File: src/rtl/param_updown_counter_pkg.sv
// Shared definitions for the parametrised up/down counter.
//   MODE_* : count-mode selectors for the MODE parameter
//   state_e: ONESHOT run/done state encoding
package param_updown_counter_pkg;

    localparam int unsigned MODE_WRAP     = 0;
    localparam int unsigned MODE_SATURATE = 1;
    localparam int unsigned MODE_ONESHOT  = 2;

    typedef enum logic {
        ST_RUN  = 1'b0,
        ST_DONE = 1'b1
    } state_e;

endpackage

File: src/rtl/param_updown_counter.sv
// Modulo-MODULUS up/down counter with enable, load, clear, three end-of-range
// modes (wrap / saturate / one-shot), terminal-count and cascade outputs.
// Ports:
//   clk, rst          rising-edge clock, synchronous active-high reset
//   en, up_dn         step enable, direction (1 = up)
//   load, load_val    parallel load (clamped to MODULUS-1)
//   clear             load the direction-dependent start value
//   start             one-shot re-arm from DONE
//   count             registered count, always in 0..MODULUS-1
//   tc, cout          combinational terminal count / cascade carry-borrow
//   wrap, done        registered roll-over pulse / one-shot finished flag
module param_updown_counter
    import param_updown_counter_pkg::*;
#(
    parameter int unsigned WIDTH   = 4,
    parameter int unsigned MODULUS = 10,
    parameter int unsigned MODE    = MODE_WRAP
) (
    input  logic             clk,
    input  logic             rst,
    input  logic             en,
    input  logic             up_dn,
    input  logic             load,
    input  logic [WIDTH-1:0] load_val,
    input  logic             clear,
    input  logic             start,
    output logic [WIDTH-1:0] count,
    output logic             tc,
    output logic             cout,
    output logic             wrap,
    output logic             done
);

    localparam logic [WIDTH:0]   MOD_X  = (WIDTH+1)'(MODULUS);
    localparam logic [WIDTH-1:0] END_HI = WIDTH'(MODULUS - 1);
    localparam logic [WIDTH-1:0] END_LO = '0;

    // Elaboration-time parameter sanity checks
    if (WIDTH < 1) begin : g_chk_width
        $error("param_updown_counter: WIDTH must be >= 1");
    end
    if ((MODULUS < 2) || (64'(MODULUS) > (64'(1) << WIDTH))) begin : g_chk_modulus
        $error("param_updown_counter: MODULUS must satisfy 2 <= MODULUS <= 2**WIDTH");
    end
    if (MODE > MODE_ONESHOT) begin : g_chk_mode
        $error("param_updown_counter: MODE must be 0, 1 or 2");
    end

    logic [WIDTH-1:0] count_q, count_d;
    logic             wrap_q, wrap_d;
    logic             done_q, done_d;
    state_e           state_q, state_d;

    logic [WIDTH-1:0] start_val;
    logic [WIDTH-1:0] end_val;
    logic             at_end;
    logic [WIDTH:0]   count_x;
    logic [WIDTH:0]   step_x;

    // Direction-dependent start/end values and one-step neighbour
    always_comb begin
        start_val = up_dn ? END_LO : END_HI;
        end_val   = up_dn ? END_HI : END_LO;
        at_end    = (count_q == end_val);
        count_x   = {1'b0, count_q};
        step_x    = up_dn ? (count_x + (WIDTH+1)'(1)) : (count_x - (WIDTH+1)'(1));
    end

    // Next-state: rst (in the register) > clear > load > DONE hold/start > en
    always_comb begin
        count_d = count_q;
        state_d = state_q;
        wrap_d  = 1'b0;
        if (clear) begin
            count_d = start_val;
            state_d = ST_RUN;
        end else if (load) begin
            count_d = ({1'b0, load_val} >= MOD_X) ? END_HI : load_val;
            state_d = ST_RUN;
        end else if (state_q == ST_DONE) begin
            if (start) begin
                count_d = start_val;
                state_d = ST_RUN;
            end
        end else if (en) begin
            if (at_end) begin
                // The roll-over target coincides with the start value for either direction
                if (MODE == MODE_WRAP) begin
                    count_d = start_val;
                    wrap_d  = 1'b1;
                end else if (MODE == MODE_SATURATE) begin
                    count_d = count_q;
                end else begin
                    state_d = ST_DONE;
                end
            end else begin
                count_d = step_x[WIDTH-1:0];
                if ((MODE == MODE_ONESHOT) && (step_x == {1'b0, end_val})) begin
                    state_d = ST_DONE;
                end
            end
        end
        done_d = (state_d == ST_DONE);
    end

    // State registers
    always_ff @(posedge clk) begin
        if (rst) begin
            count_q <= '0;
            wrap_q  <= 1'b0;
            done_q  <= 1'b0;
            state_q <= ST_RUN;
        end else begin
            count_q <= count_d;
            wrap_q  <= wrap_d;
            done_q  <= done_d;
            state_q <= state_d;
        end
    end

    assign count = count_q;
    assign wrap  = wrap_q;
    assign done  = done_q;
    assign tc    = up_dn ? (count_q == END_HI) : (count_q == END_LO);
    assign cout  = en & tc & (state_q != ST_DONE);

endmodule
File: config.mk
export PLATFORM = sky130hd
export DESIGN_NAME = param_updown_counter
export DESIGN_NICKNAME = d
export VERILOG_FILES = /design/src/rtl/param_updown_counter_pkg.sv /design/src/rtl/param_updown_counter.sv
export SDC_FILE = /design/constraint.sdc
export NUM_CORES = 1
export LEC_CHECK = 0
export BUFFER_PORTS_ARGS = -buffer_cell sky130_fd_sc_hd__buf_4
export CAP_MARGIN = 30
export CELL_PAD_IN_SITES_DETAIL_PLACEMENT = 1
export CELL_PAD_IN_SITES_GLOBAL_PLACEMENT = 2
export CORE_MARGIN = 5
export CORE_UTILIZATION = 26
export DETAILED_ROUTE_END_ITERATION = 10
export PLACE_DENSITY_LB_ADDON = 0.25
export SLEW_MARGIN = 20
export SYNTH_ARGS = -nofsm -noshare
export SYNTH_HDL_FRONTEND = slang
export SYNTH_SLANG_ARGS = --single-unit
File: constraint.sdc
create_clock -name clk -period 1.7 [get_ports clk]
set_input_delay 0.34 -clock clk [delete_from_list [all_inputs] [get_ports clk]]
set_output_delay 0.34 -clock clk [all_outputs]
set_load 0.02 [all_outputs]
### Word-level counts from Yosys, hierarchy flattened

Cells that the tools add are included.
Widths: inputs -> output; s select.

* equality and inequality tests: 3
* reduce and logical (&&, ||, !) cells: 5
* order comparisons: 1
* bitwise operators: 4
* add/subtract/negate cells: 2
* muxes and demuxes: 13

Operators with widths (count)
* $mux 4: 10
* $reduce_or 5->1: 1
* $add 4x1->4 const B: 1
* $eq 4x4->1: 1
* $eq 4x4->1 const B: 1
* $ge 4x4->1 const B: 1
* $logic_not 4->1: 1
* $ne 4x4->1 const B: 1
* $reduce_bool 4->1: 1
* $reduce_or 4->1: 1
* $sub 4x1->4 const B: 1
* $mux 1: 3
* $and 1x1->1: 2
* $not 1->1: 2
* $reduce_and 2->1: 1

* register bits after elaboration: 6
* bits of input ports: 11
* word-level logic and storage cells: 31

### Longest topological paths before layout

Gate-level depths: netlist of run 1.

* depth in word-level cells: 7
* gate-level depth with buffers: 6
* depth with buffers taken out: 6

### Worst setup path before layout of run 1

Ideal clock, no wire load.

* kind: register to register
* start: register count_q[2] (netlist: count[2])
* end: register count_q[3] (netlist: count[3])
* library setup time: 0.079 ns
* clock period less this slack: 1.603 ns
* slack: 0.097 ns
* cell stages (with the launch flop): 6
* arrival time: 1.523 ns
* buffers on the path: 0
* cell sequence: dfxtp_1 > ha_1 > a21oi_2 > a211o_1 > a41o_1 > a211oi_2

* cells in the longest elaborated chain, start to end: 7
* elaborated cells between the ends (all ways): 9
* those cells by class: add/sub: 2; eq/ne: 1; mux: 6

Ends and longest elaborated chain
* start: declaration: RTL line param_updown_counter.sv:49 `logic [WIDTH-1:0] count_q, count_d;`
* start signal: assignment: RTL line param_updown_counter.sv:114 `count_q <= count_d;`
* $sub 4x1->4 / $add 4x1->4 (equally long branches): RTL line param_updown_counter.sv:66 `step_x = up_dn ? (count_x + (WIDTH+1)'(1)) : (count_x - (WIDTH+1)'(1));`
* $mux 4: RTL line param_updown_counter.sv:66
* $mux 4 (*): RTL line param_updown_counter.sv:86 `if (at_end) begin`
* $mux 4 (*): RTL line param_updown_counter.sv:85 `end else if (en) begin`
* $mux 4 (*): RTL line param_updown_counter.sv:80 `end else if (state_q == ST_DONE) begin`
* $mux 4 (*): RTL line param_updown_counter.sv:77 `end else if (load) begin`
* $mux 4 (*): RTL line param_updown_counter.sv:74 `if (clear) begin`

Mark *: on every way between the ends. The rest lies on a longest branch, timed or not. The select of a mux whose other input is x is not followed.
A chain may end at the register's enable or synchronous reset.

### Final worst setup path of run 1

Same ends and word-level chain as after synthesis.

==> PnR_summary.wiki, run 1 <==
{| class="wikitable"
! Metric !! Value
|-
| YS warnings || 0
|-
| Max Clock Freq || approximately 600 MHz
|-
| Final worst clock skew || between 0.007 and 0.008 ns
|-
| Core Footprint || a little under 2000 sq um
|-
| Clock sinks || 6
|-
| Worst reg2reg endpoint || count[3]
|-
| Area growth from synthesis to final layout || 47.6%
|-
| First-pass GRT wire length || ~2700 um
|-
| Slowest cell on crit path || ha_1
|-
| Tmin final || approximately 1.6 ns
|-
| Run status || finished clean
|-
| Most used cells in the layout excluding fill and tap cells || buf_4 (25), inv_1 (6), dfxtp_1 (5)
|-
| Number of ports placed on the die boundary || 19
|-
| Required time at the worst-slack endpoint || between 1.5 and 2 ns
|-
| Class of the worst hold path || input pin to register
|-
| Transition time of the tightest slew-check pin || 0.291 ns
|-
| Startpoint class of the critical path || register
|-
| Vias in the first global route || 627
|-
| Fraction of the yosys area taken by sequential cells || 0.231
|-
| Die extent in y || roughly 55 um
|-
| Leak Pwr || approximately 0.34 nW
|-
| DIE AREA || ~3000 sq um
|-
| Count of pins over their slew limit || 0
|-
| Via density per instance || 4.96
|-
| Count of antenna-violating nets left after detailed routing || 0
|-
| Worst Setup SP || count[2]
|-
| RSZ-0062 raised after global routing || false
|-
| Most frequent standard cell in the layout excluding fill and tap cells || buf_4
|-
| HPWL reported at the end of detailed placement || around 1400 um
|-
| Total number of cells along the worst setup path || 5
|-
| Clk_lat worst skew || 0.25 ns
|-
| # rows || 16
|-
| Max clock buf depth || 2
|-
| Type of element capturing the critical path || register
|-
| GPL Wtd Cong || about 0.76
|-
| Buffers inserted during post-CTS setup optimization || 0
|-
| Flip-flop and latch count after synthesis || 6
|-
| Number of cells traversed by the worst register-to-register path || 5
|-
| Max-slew headroom at the worst pin || 0.806
|-
| CTS root buffer || clkbuf_4
|-
| VDD IR max || around 0.35 mV
|-
| Final cell count without fillers || 117
|-
| Worst path top cell family by delay || compound AO/OA/AOI/OAI gates
|-
| Category of the critical setup timing path || register to register
|-
| Cell count after synthesis || 63
|-
| Number of antenna violations at the first check in global routing || 0
|-
| Buffers and inverters on the worst path || 0
|-
| Netlist cell types || 36
|-
| Post-synthesis cell type with the largest combined area || dfxtp_1
|-
| Final setup vio count || 0
|-
| Worst R2R Setup Slack || slightly above 0.08 ns
|-
| Area share of the largest cell type after synthesis || 0.231
|-
| Routed wire length per instance || between 10 and 15 um
|-
| Post-Route Utilization || 0.396
|-
| Biggest cell delay along the critical path || 0.39 ns
|-
| Main area contributors after synthesis || dfxtp_1 (23%), ha_1 (4.8%), inv_1 (4.3%), fa_1 (3.8%), nor2b_1 (3.6%)
|-
| Power per Cell Area || 588 nW/um^2
|-
| Maximum number of pins on one net before global-route repair || 9
|-
| Horiz. Die Dim || between 50 and 60 um
|-
| Number of maximum-capacitance constraint violations || 0
|-
| Total clock buffers created by CTS || 3
|-
| Maximum fanout count along the critical path || 5
|-
| Number of H-tree branching levels || 1
|-
| Avg Inst Size Synth || slightly above 8 sq um
|-
| CTS tree || done
|-
| Ratio of cells with drive above 1 in the final layout || 0.389
|-
| Number of placed cells counting well taps || around 110
|-
| Overall track demand over capacity in global routing || 0.129
|-
| Number of port buffers || 18
|-
| Cell Area, Synth || between 500 and 600 sq um
|-
| Count of TritonRoute iterations in the first routing pass || 2
|-
| Data arrival time of the critical path || 1.79 ns
|-
| Post-route clock period utilization || 0.952
|-
| Sum of routed wire length over all layers || 1600 um
|-
| Violation count after the first detailed-routing iteration || 3
|-
| Final hold violation count || 0
|-
| DRC violations left || 0
|-
| Clock-pin slew reported for the worst setup and hold paths after clock tree synthesis || roughly 0.05 ns
|-
| Overflow left after global routing || 0
|-
| Initial Util || 0.268
|-
| Net count after synthesis || 77
|-
| DR vias || slightly below 600
|-
| Worst reg2reg path startpoint || count[2]
|-
| Number of inserted diodes || 0
|-
| Sequence of cells on the critical path || ha_1 -> nand3_2 -> a211o_1 -> a41o_1 -> a211oi_2
|-
| Net count of the finished layout || 106
|-
| Worst setup path endpoint || count[3]
|}
-- final cells by class --
class	count	area, sq um
fillers	254	1170
well taps	27	33.8
clock buffers	3	22.5
repair buffers	25	188
multi-input cells	50	380
inverters	6	22.5
flip-flops and latches	6	121
-- synth_stat cells --
master,count
nand3_2,1
nand4_1,2
nor2b_1,3
a41oi_1,1
nand2b_4,1
ha_1,2
or2_1,1
o21ai_0,3
a21oi_2,1
nor2_1,4
nor3_1,2
inv_1,6
nand2_1,1
and2_2,1
dfxtp_1,6
nor3b_1,1
o211a_1,1
xor2_1,1
nand3_1,2
a41o_1,1
o21ai_1,1
a21oi_1,2
and4b_1,1
fa_1,1
and3_1,1
nand3b_1,2
a221oi_1,1
a211oi_2,1
a22oi_1,2
buf_4,1
a211o_1,2
and2_1,1
a211oi_1,2
a311oi_1,1
a31oi_1,1
o22ai_1,2
-- worst min path at each step --
stage / endpoint / cells past startpoint / from / slack (ns)
2_1_floorplan: count[0] / 1 / rst / 0.41
3_3_place_gp: count[0] / 2 / rst / 0.53
6_report: count[0] / 2 / rst / 0.26
4_1_cts: count[0] / 2 / rst / 0.26
3_5_place_dp: count[0] / 2 / rst / 0.53
5_1_grt: count[0] / 2 / rst / 0.27
-- flip-flops by register name, indices dropped and copies added (netlist names) --
register and cells:
state_q 1, wrap 1, count 4
-- cells by family (layout without fill, tap and decap cells) --
family          Yosys count  count (layout)  share of synthesized area
simple gates             24              24                      0.293
buf+inv                   7              34                     0.0577
flops                     6               6                      0.231
fa+ha+maj                 3               3                     0.0865
xor+xnor                  1               1                     0.0168
compound gates           22              22                      0.315
-- stage by stage --
stage	TNS (ns)	hold WS [ns]	instance area, sq um	worst slack (ns)	power (mW)
final	0	0.261	768	0.0815	0.452
after global routing	0	0.270	768	0.00311	0.484
after CTS	0	0.256	758	0.0240	0.458
after detailed placement	-0.0198	0.529	734	-0.0198	0.318
after global placement	0	0.528	734	0.0248	0.318
after floorplan	0	0.409	520	0.0972	0.242
-- metal layers --
layer	up-vias	part of all wire	global-route usage
met4	0	0.016	0.0622
met2	15	0.47	0.217
met5	-	0	0
li1	295	-	-
met3	4	0.045	0.0300
met1	266	0.47	0.151
-- repair_timing --
item	4_1_cts	5_1_grt
resized for setup	1	2
hold buffers	0	0
endpoints found under the setup margin	1	1
pin swaps	0	0
-- power by group --
group / internal, mW / total [mW] / switching [mW]
clock: 0.0801 / 0.135 / 0.0550
sequential: 0.148 / 0.156 / 0.00834
combinational: 0.0780 / 0.160 / 0.0825
(Power assumes the default switching activity.)
==> inputs of run 2 (changes only) <==
- CORE_UTILIZATION: 26 -> 27
- clock period: 1.7 -> 2 ns (I/O delays scaled with it)
==> run 2 against run 1 <==
Net effect:
- utilization is 0.23 points higher
- critical endpoint is now cout
- largest cell class unchanged
- cell area down 7.7%
- clock power is 9% lower
- clock skew fell by 0.0069 ns
- highest routed layer unchanged
==> PnR_summary.wiki, run 2 (synthesis results as in run 1) <==
{| class="wikitable"
! Metric !! Value
|-
| Number of cells traversed by the worst register-to-register path || 5 (unchanged)
|-
| Number of maximum-capacitance constraint violations || 0 (unchanged)
|-
| Max clock buf depth || 2 (unchanged)
|-
| Share of total power in the clock network || 0.325 (+0.026)
|-
| Sum of routed wire length over all layers || 1630 um (+1.6%)
|-
| Overall track demand over capacity in global routing || 0.128 (-0.000711)
|-
| Area growth from synthesis to final layout || 36.3%
|-
| Startpoint class of the critical path || input pin
|-
| Post-route cell area || 709 sq um (-7.7%)
|-
| Class of the worst hold path || input pin to register
|-
| GPL Wtd Cong || 0.704 (-7.2%)
|-
| Max Clock Freq || about 570 MHz
|-
| Worst reg2reg endpoint || count[3]
|-
| Max-slew headroom at the worst pin || 0.803 (-0.00312)
|-
| Count of pins over their slew limit || 0 (unchanged)
|-
| Post-Route Utilization || 0.398 (+0.00228)
|-
| Initial Util || 0.292 (+0.0239)
|-
| CTS tree || done
|-
| Number of port buffers || 18 (unchanged)
|-
| # rows || 15 (-1)
|-
| Count of TritonRoute iterations in the first routing pass || 4 (+2)
|-
| Count of antenna-violating nets left after detailed routing || 0 (unchanged)
|-
| Sum Neg Setup Slack || 0 ns (unchanged)
|-
| Routed wire length per instance || 14.9 um (+9.0%)
|-
| Biggest cell delay along the critical path || 0.25 ns (-0.14 ns)
|-
| Least setup slack across all paths after layout || 0.233 ns (+0.151 ns)
|-
| Largest register FFs || 4 (unchanged)
|-
| Horiz. Die Dim || 53.9 um (-1.5%)
|-
| HPWL reported at the end of detailed placement || 1320 um (-3.3%)
|-
| Most frequent CP cell || buf_4
|-
| Transition time of the tightest slew-check pin || 0.296 ns (+0.00467 ns)
|-
| Category of the critical setup timing path || input pin to output port
|-
| DIE AREA || 2910 sq um (-3.0%)
|-
| Net count of the finished layout || 100 (-5.7%)
|-
| Placed Area || 687 sq um (-6.5%)
|-
| Minimum setup slack after placement || 0.161 ns (+0.181 ns)
|-
| Number of H-tree branching levels || 1 (unchanged)
|-
| Clk_lat worst skew || 0.25 ns (about the same)
|-
| Buffers inserted during post-CTS setup optimization || 0 (unchanged)
|-
| Comb pwr share || 0.318 (-0.037)
|-
| Cell internal pwr || 0.249 mW (-19%)
|-
| Worst R2R Setup Slack || 0.36 ns (+0.28 ns)
|-
| Ratio of cells with drive above 1 in the final layout || 0.321 (-0.0675)
|-
| VDD IR max || 0.243 mV (-31%)
|-
| Worst path top cell family by delay || buffers and inverters
|-
| Power per Cell Area || 534 nW/um^2 (-9.3%)
|-
| Hold Path Sink || state_q
|-
| Via density per instance || 5.20 (+4.9%)
|-
| Slowest cell on crit path || o21ai_1
|-
| Worst reg2reg path startpoint || count[2]
|-
| DRC violations left || 0 (unchanged)
|-
| Number of gates resized after CTS || 0 (-1)
|-
| Power spent charging and discharging nets || 0.130 mW (-11%)
|-
| Data arrival time of the critical path || 1.37 ns (-0.42 ns)
|-
| Most used cells in the layout excluding fill and tap cells || buf_4 (19), inv_1 (6), dfxtp_1 (6), nor2_1 (4)
|-
| CTS root buffer || clkbuf_4
|-
| Core Footprint || 1780 sq um (-8.2%)
|-
| Final setup vio count || 0 (unchanged)
|-
| Multi-input gate area in the final layout || 370 sq um (-2.6%)
|-
| Run status || finished clean
|-
| Most frequent standard cell in the layout excluding fill and tap cells || buf_4
|-
| Number of hold buffers added after CTS || 0 (unchanged)
|-
| Violation count after the first detailed-routing iteration || 9 (+6)
|-
| RSZ-0062 raised after global routing || false
|-
| Clock sinks || 6 (unchanged)
|-
| Final hold violation count || 0 (unchanged)
|-
| Tmin final || 1.77 ns
|-
| Buffers and inverters on the worst path || 3 (+3)
|-
| Leak Pwr || 0.308 nW (-9.5%)
|-
| Type of element capturing the critical path || output port
|-
| Maximum number of pins on one net before global-route repair || 12 (+3)
|-
| Sequence of cells on the critical path || buf_4 -> buf_4 -> and3_1 -> o21ai_1 -> nor2_1 -> buf_4
|-
| Required time at the worst-slack endpoint || 1.60 ns (-0.27 ns)
|-
| Sequential cell area || 120 sq um (-1.0%)
|-
| DR vias || 567 (-2.2%)
|-
| Number of ports placed on the die boundary || 19 (unchanged)
|-
| Overflow left after global routing || 0 (unchanged)
|-
| Number of inserted diodes || 0 (unchanged)
|-
| Total clock buffers created by CTS || 3 (unchanged)
|-
| Number of antenna violations at the first check in global routing || 0 (unchanged)
|-
| Die extent in y || 53.9 um (-1.5%)
|-
| Vias in the first global route || 561 (-11%)
|-
| Post-route clock period utilization || 0.884
|-
| Final worst clock skew || 0.000691 ns (-0.00686 ns)
|-
| Clock-pin slew reported for the worst setup and hold paths after clock tree synthesis || 0.05 ns (about the same)
|-
| Maximum fanout count along the critical path || 11 (+6)
|-
| Sw frac || 0.343 (+0.0199)
|-
| Start point of the worst hold path || start
|-
| First-pass GRT wire length || 2580 um (-5.3%)
|-
| Count of filler cells inserted in the layout || 228 (-10%)
|-
| Sequential Power Share || 0.357 (+0.011)
|-
| Cell count of the worst hold path || 2 (unchanged)
|}
run 2: how the worst max path moves through the flow:
stage | start | endpoint | slack [ns] | depth (start not counted)
finish | up_dn | cout | 0.23 | 6
global route | up_dn | tc | 0.19 | 6
CTS | up_dn | cout | 0.24 | 6
detailed placement | up_dn | count[3] | 0.16 | 7
global placement | up_dn | count[3] | 0.18 | 7
floorplan | up_dn | count[3] | 0.36 | 6
run 2: final cells by class:
class                      instances  share of cell area
tap                               25              0.0441
clock buffer                       3              0.0317
timing repair buffer              19               0.201
inverter                           6              0.0317
sequential                         6               0.169
multi-input combinational         50               0.522
run 2: worst reg2reg max path: stages (launching register included):
cell	delay, ns
dfxtp_1	0.36
ha_1	0.38
a21oi_2	0.11
a211o_1	0.30
a41o_1	0.21
a211oi_2	0.20
run 2: power groups by stage:
stage          combinational [mW]  sequential [mW]  clock [mW]
6_report                    0.121            0.135       0.123
5_1_grt                     0.133            0.137       0.133
4_1_cts                     0.122            0.135       0.125
3_5_place_dp                0.122            0.137           0
3_3_place_gp                0.119            0.138           0
2_1_floorplan              0.0639            0.141           0
run 2: metal layers:
metal | up-vias | part of all wire | global-route usage | wire [um]
li1 | 286 | - | - | -
met1 | 266 | 0.48 | 0.166 | 774
met2 | 13 | 0.47 | 0.198 | 764
met3 | 2 | 0.047 | 0.0360 | 76
met4 | 0 | 0.0080 | 0.0511 | 13
met5 | - | 0 | 0 | 0
run 2: through the flow:
step / hold WS [ns] / total power [mW] / instances
after floorplan: 0.469 / 0.205 / 63
after global placement: 0.593 / 0.257 / 106
after detailed placement: 0.596 / 0.259 / 106
after CTS: 0.331 / 0.383 / 109
after global routing: 0.329 / 0.402 / 109
final: 0.333 / 0.379 / 109
==> inputs of run 3 (changes only) <==
- ABC_AREA: unset -> 1
- CORE_UTILIZATION: 27 -> 23
==> run 3 against run 2 <==
Net effect:
- wire length decreased by 12%
- largest power group unchanged
- hold slack got worse by 0.0051 ns
- cell area decreased by 3.0%
- die area increased by 8.4%
- count of clock-buffer cells in the layout unchanged
- power decreased by 0.21%
- clock skew increased by 0.0068 ns
- global-route usage decreased by 2.4 points
- non-clock buffer count unchanged
- utilization decreased by 5.4 points
==> PnR_summary.wiki, run 3 <==
{| class="wikitable"
! Metric !! Value
|-
| Ratio of cells with drive above 1 in the final layout || 0.276 (-0.0452)
|-
| Class of the worst hold path || input pin to register
|-
| DIE AREA || 3150 sq um (+8.4%)
|-
| HPWL reported at the end of detailed placement || 1240 um (-6.3%)
|-
| Clk_lat worst skew || 0.25 ns (about the same)
|-
| Most frequent standard cell in the layout excluding fill and tap cells || nand2_1
|-
| Vias in the first global route || 632 (+13%)
|-
| Net count after synthesis || 97 (+26%)
|-
| Clock sinks || 6 (unchanged)
|-
| Initial Util || 0.244 (-0.0476)
|-
| CTS tree || done
|-
| Horiz. Die Dim || 56.1 um (+4.1%)
|-
| Max clock buf depth || 2 (unchanged)
|-
| Power per Cell Area || 549 nW/um^2 (+2.9%)
|-
| Routed wire length per instance || 10.8 um (-27%)
|-
| Max Clock Freq || 598 MHz (+5.7%)
|-
| Fraction of the yosys area taken by sequential cells || 0.246 (+0.0148)
|-
| Via density per instance || 4.37 (-16%)
|-
| Worst Setup SP || count[0]
|-
| Final worst clock skew || 0.00750 ns (+0.00681 ns)
|-
| Hold Path Sink || state_q
|-
| Async set-or-reset flop fraction in the synthesized netlist || 0 (unchanged)
|-
| Number of maximum-capacitance constraint violations || 0 (unchanged)
|-
| Final setup vio count || 0 (unchanged)
|-
| Number of flops mapped to enable cells by yosys || 0 (unchanged)
|-
| Transition time of the tightest slew-check pin || 0.284 ns (-0.0122 ns)
|-
| # rows || 16 (+1)
|-
| Total clock buffers created by CTS || 3 (unchanged)
|-
| Comb pwr share || 0.351 (+0.033)
|-
| Power spent charging and discharging nets || 0.127 mW (-2.3%)
|-
| Cell count after synthesis || 83 (+32%)
|-
| Count of antenna-violating nets left after detailed routing || 0 (unchanged)
|-
| Sw frac || 0.335 (-0.00726)
|-
| Number of inserted diodes || 0 (unchanged)
|-
| RSZ-0062 raised after global routing || false
|-
| Post-route clock period utilization || 0.836 (-0.0477)
|-
| Max-slew headroom at the worst pin || 0.810 (+0.00701)
|-
| Most used flip-flop cell after synthesis || dfxtp_1
|-
| First-pass GRT wire length || 2560 um (-0.81%)
|-
| Leak Pwr || 0.362 nW (+18%)
|-
| Data arrival time of the critical path || 1.27 ns (-0.10 ns)
|-
| Area growth from synthesis to final layout || 40.7%
|-
| DRC violations left || 0 (unchanged)
|-
| Sum of routed wire length over all layers || 1430 um (-12%)
|-
| Worst R2R Setup Slack || 0.41 ns (+0.05 ns)
|-
| Hold Slack || 0.328 ns (-0.00511 ns)
|-
| Most used standard cell by instance count after synthesis || nand2_1
|-
| Number of hold buffers added after CTS || 0 (unchanged)
|-
| Category of the critical setup timing path || register to output port
|-
| Overall track demand over capacity in global routing || 0.104 (-0.0236)
|-
| Tmin final || 1.67 ns (-0.0955 ns)
|-
| Cell internal pwr || 0.251 mW (+0.90%)
|-
| Number of cells traversed by the worst register-to-register path || 10 (+5)
|-
| Main area contributors after synthesis || dfxtp_1 (25%), nand2_1 (21%), nor2_1 (7.7%), inv_1 (6.9%), ha_1 (5.1%)
|-
| Flip-flop and latch count after synthesis || 6 (unchanged)
|-
| Number of H-tree branching levels || 1 (unchanged)
|-
| Number of gates resized after CTS || 0 (unchanged)
|-
| Share of total power in the clock network || 0.297 (-0.028)
|-
| Clock-pin slew reported for the worst setup and hold paths after clock tree synthesis || 0.04 ns (about the same)
|-
| Sequential Power Share || 0.352 (-0.005)
|-
| Final hold violation count || 0 (unchanged)
|-
| Worst reg2reg path startpoint || count[2]
|-
| YS warnings || 0 (unchanged)
|-
| Cell count of the worst hold path || 2 (unchanged)
|-
| Number of ports placed on the die boundary || 19 (unchanged)
|-
| DR vias || 577 (+1.8%)
|-
| Most used cells in the layout excluding fill and tap cells || nand2_1 (28), buf_4 (19), nor2_1 (10), inv_1 (9), dfxtp_1 (6)
|-
| Type of element capturing the critical path || output port
|-
| Avg Inst Size Synth || 5.89 sq um (-29%)
|-
| Start point of the worst hold path || start
|-
| Overflow left after global routing || 0 (unchanged)
|-
| Maximum fanout count along the critical path || 6 (-5)
|-
| CTS root buffer || clkbuf_4
|-
| Required time at the worst-slack endpoint || 1.60 ns (about the same)
|-
| Number of antenna violations at the first check in global routing || 0 (unchanged)
|-
| Count of pins over their slew limit || 0 (unchanged)
|-
| Netlist cell types || 18 (-50%)
|-
| Die extent in y || 56.1 um (+4.1%)
|-
| Largest register FFs || 4 (unchanged)
|-
| GPL Wtd Cong || 0.665 (-5.6%)
|-
| Worst reg2reg endpoint || count[3]
|-
| Startpoint class of the critical path || register
|-
| Area share of the largest cell type after synthesis || 0.246 (+0.0148)
|-
| Core Footprint || 2000 sq um (+12%)
|-
| Cell Area, Synth || 489 sq um (-6.0%)
|-
| Net count of the finished layout || 121 (+21%)
|-
| Post-synthesis cell type with the largest combined area || dfxtp_1
|-
| VDD IR max || 0.190 mV (-22%)
|-
| Violation count after the first detailed-routing iteration || 5 (-4)
|-
| Sum Neg Setup Slack || 0 ns (unchanged)
|-
| Count of TritonRoute iterations in the first routing pass || 4 (unchanged)
|-
| Maximum number of pins on one net before global-route repair || 7 (-5)
|-
| Commonest cells in the netlist || nand2_1 (28), nor2_1 (10), inv_1 (9), dfxtp_1 (6)
|-
| Number of port buffers || 18 (unchanged)
|-
| Buffers inserted during post-CTS setup optimization || 0 (unchanged)
|-
| Run status || finished clean
|}
-- run 3: power groups by stage --
stage          Sequential (mW)  Combinational, mW  Clock, mW
6_report                 0.133              0.133      0.112
5_1_grt                  0.134              0.151      0.125
4_1_cts                  0.133              0.136      0.118
3_5_place_dp             0.135              0.135          0
3_3_place_gp             0.135              0.134          0
2_1_floorplan            0.142             0.0728          0
-- run 3: cell families after synthesis --
| kind of cell | Yosys count | synth area share |
|---|---|---|
| compound gates | 11 | 0.128 |
| xor+xnor | 1 | 0.0179 |
| fa+ha+maj | 3 | 0.0921 |
| buf+inv | 12 | 0.0946 |
| flops | 6 | 0.246 |
| simple gates | 50 | 0.422 |
-- run 3: through the flow --
step           utilization  instances  power (mW)  worst slack, ns  cell area [sq um]
6_report             0.344        132       0.378            0.328                688
5_1_grt              0.344        132       0.410            0.174                688
4_1_cts              0.344        132       0.387            0.312                688
3_5_place_dp         0.333        129       0.270            0.113                666
3_3_place_gp         0.333        129       0.268            0.129                666
2_1_floorplan            -         83       0.215            0.418                489
-- run 3: cell type report --
class	instances	area, sq um
Inverter	12	46.3
Tap cell	27	33.8
Fill cell	280	1310
Sequential cell	6	120
Timing Repair Buffer	19	143
Multi-Input combinational cell	65	323
Clock buffer	3	22.5
-- run 3: layer usage --
| metal | GRT usage | vias up | routed length (um) |
|---|---|---|---|
| li1 | - | 309 | - |
| met1 | 0.107 | 252 | 609 |
| met2 | 0.190 | 12 | 735 |
| met3 | 0.00928 | 4 | 45 |
| met4 | 0.0814 | 0 | 41 |
| met5 | 0 | - | 0 |
-- run 3: worst max path at each step --
stage and to:
2_1_floorplan count[3], 3_3_place_gp count[3], 3_5_place_dp count[3], 5_1_grt cout
4_1_cts cout, 6_report cout
-- run 3: worst max-delay path: stages (launching register included) --
cell	delay (ns)
dfxtp_1	0.30
buf_4	0.15
nor2_1	0.10
nand2_1	0.06
nand2_1	0.07
nand2_2	0.10
nor2_1	0.10
buf_4	0.15
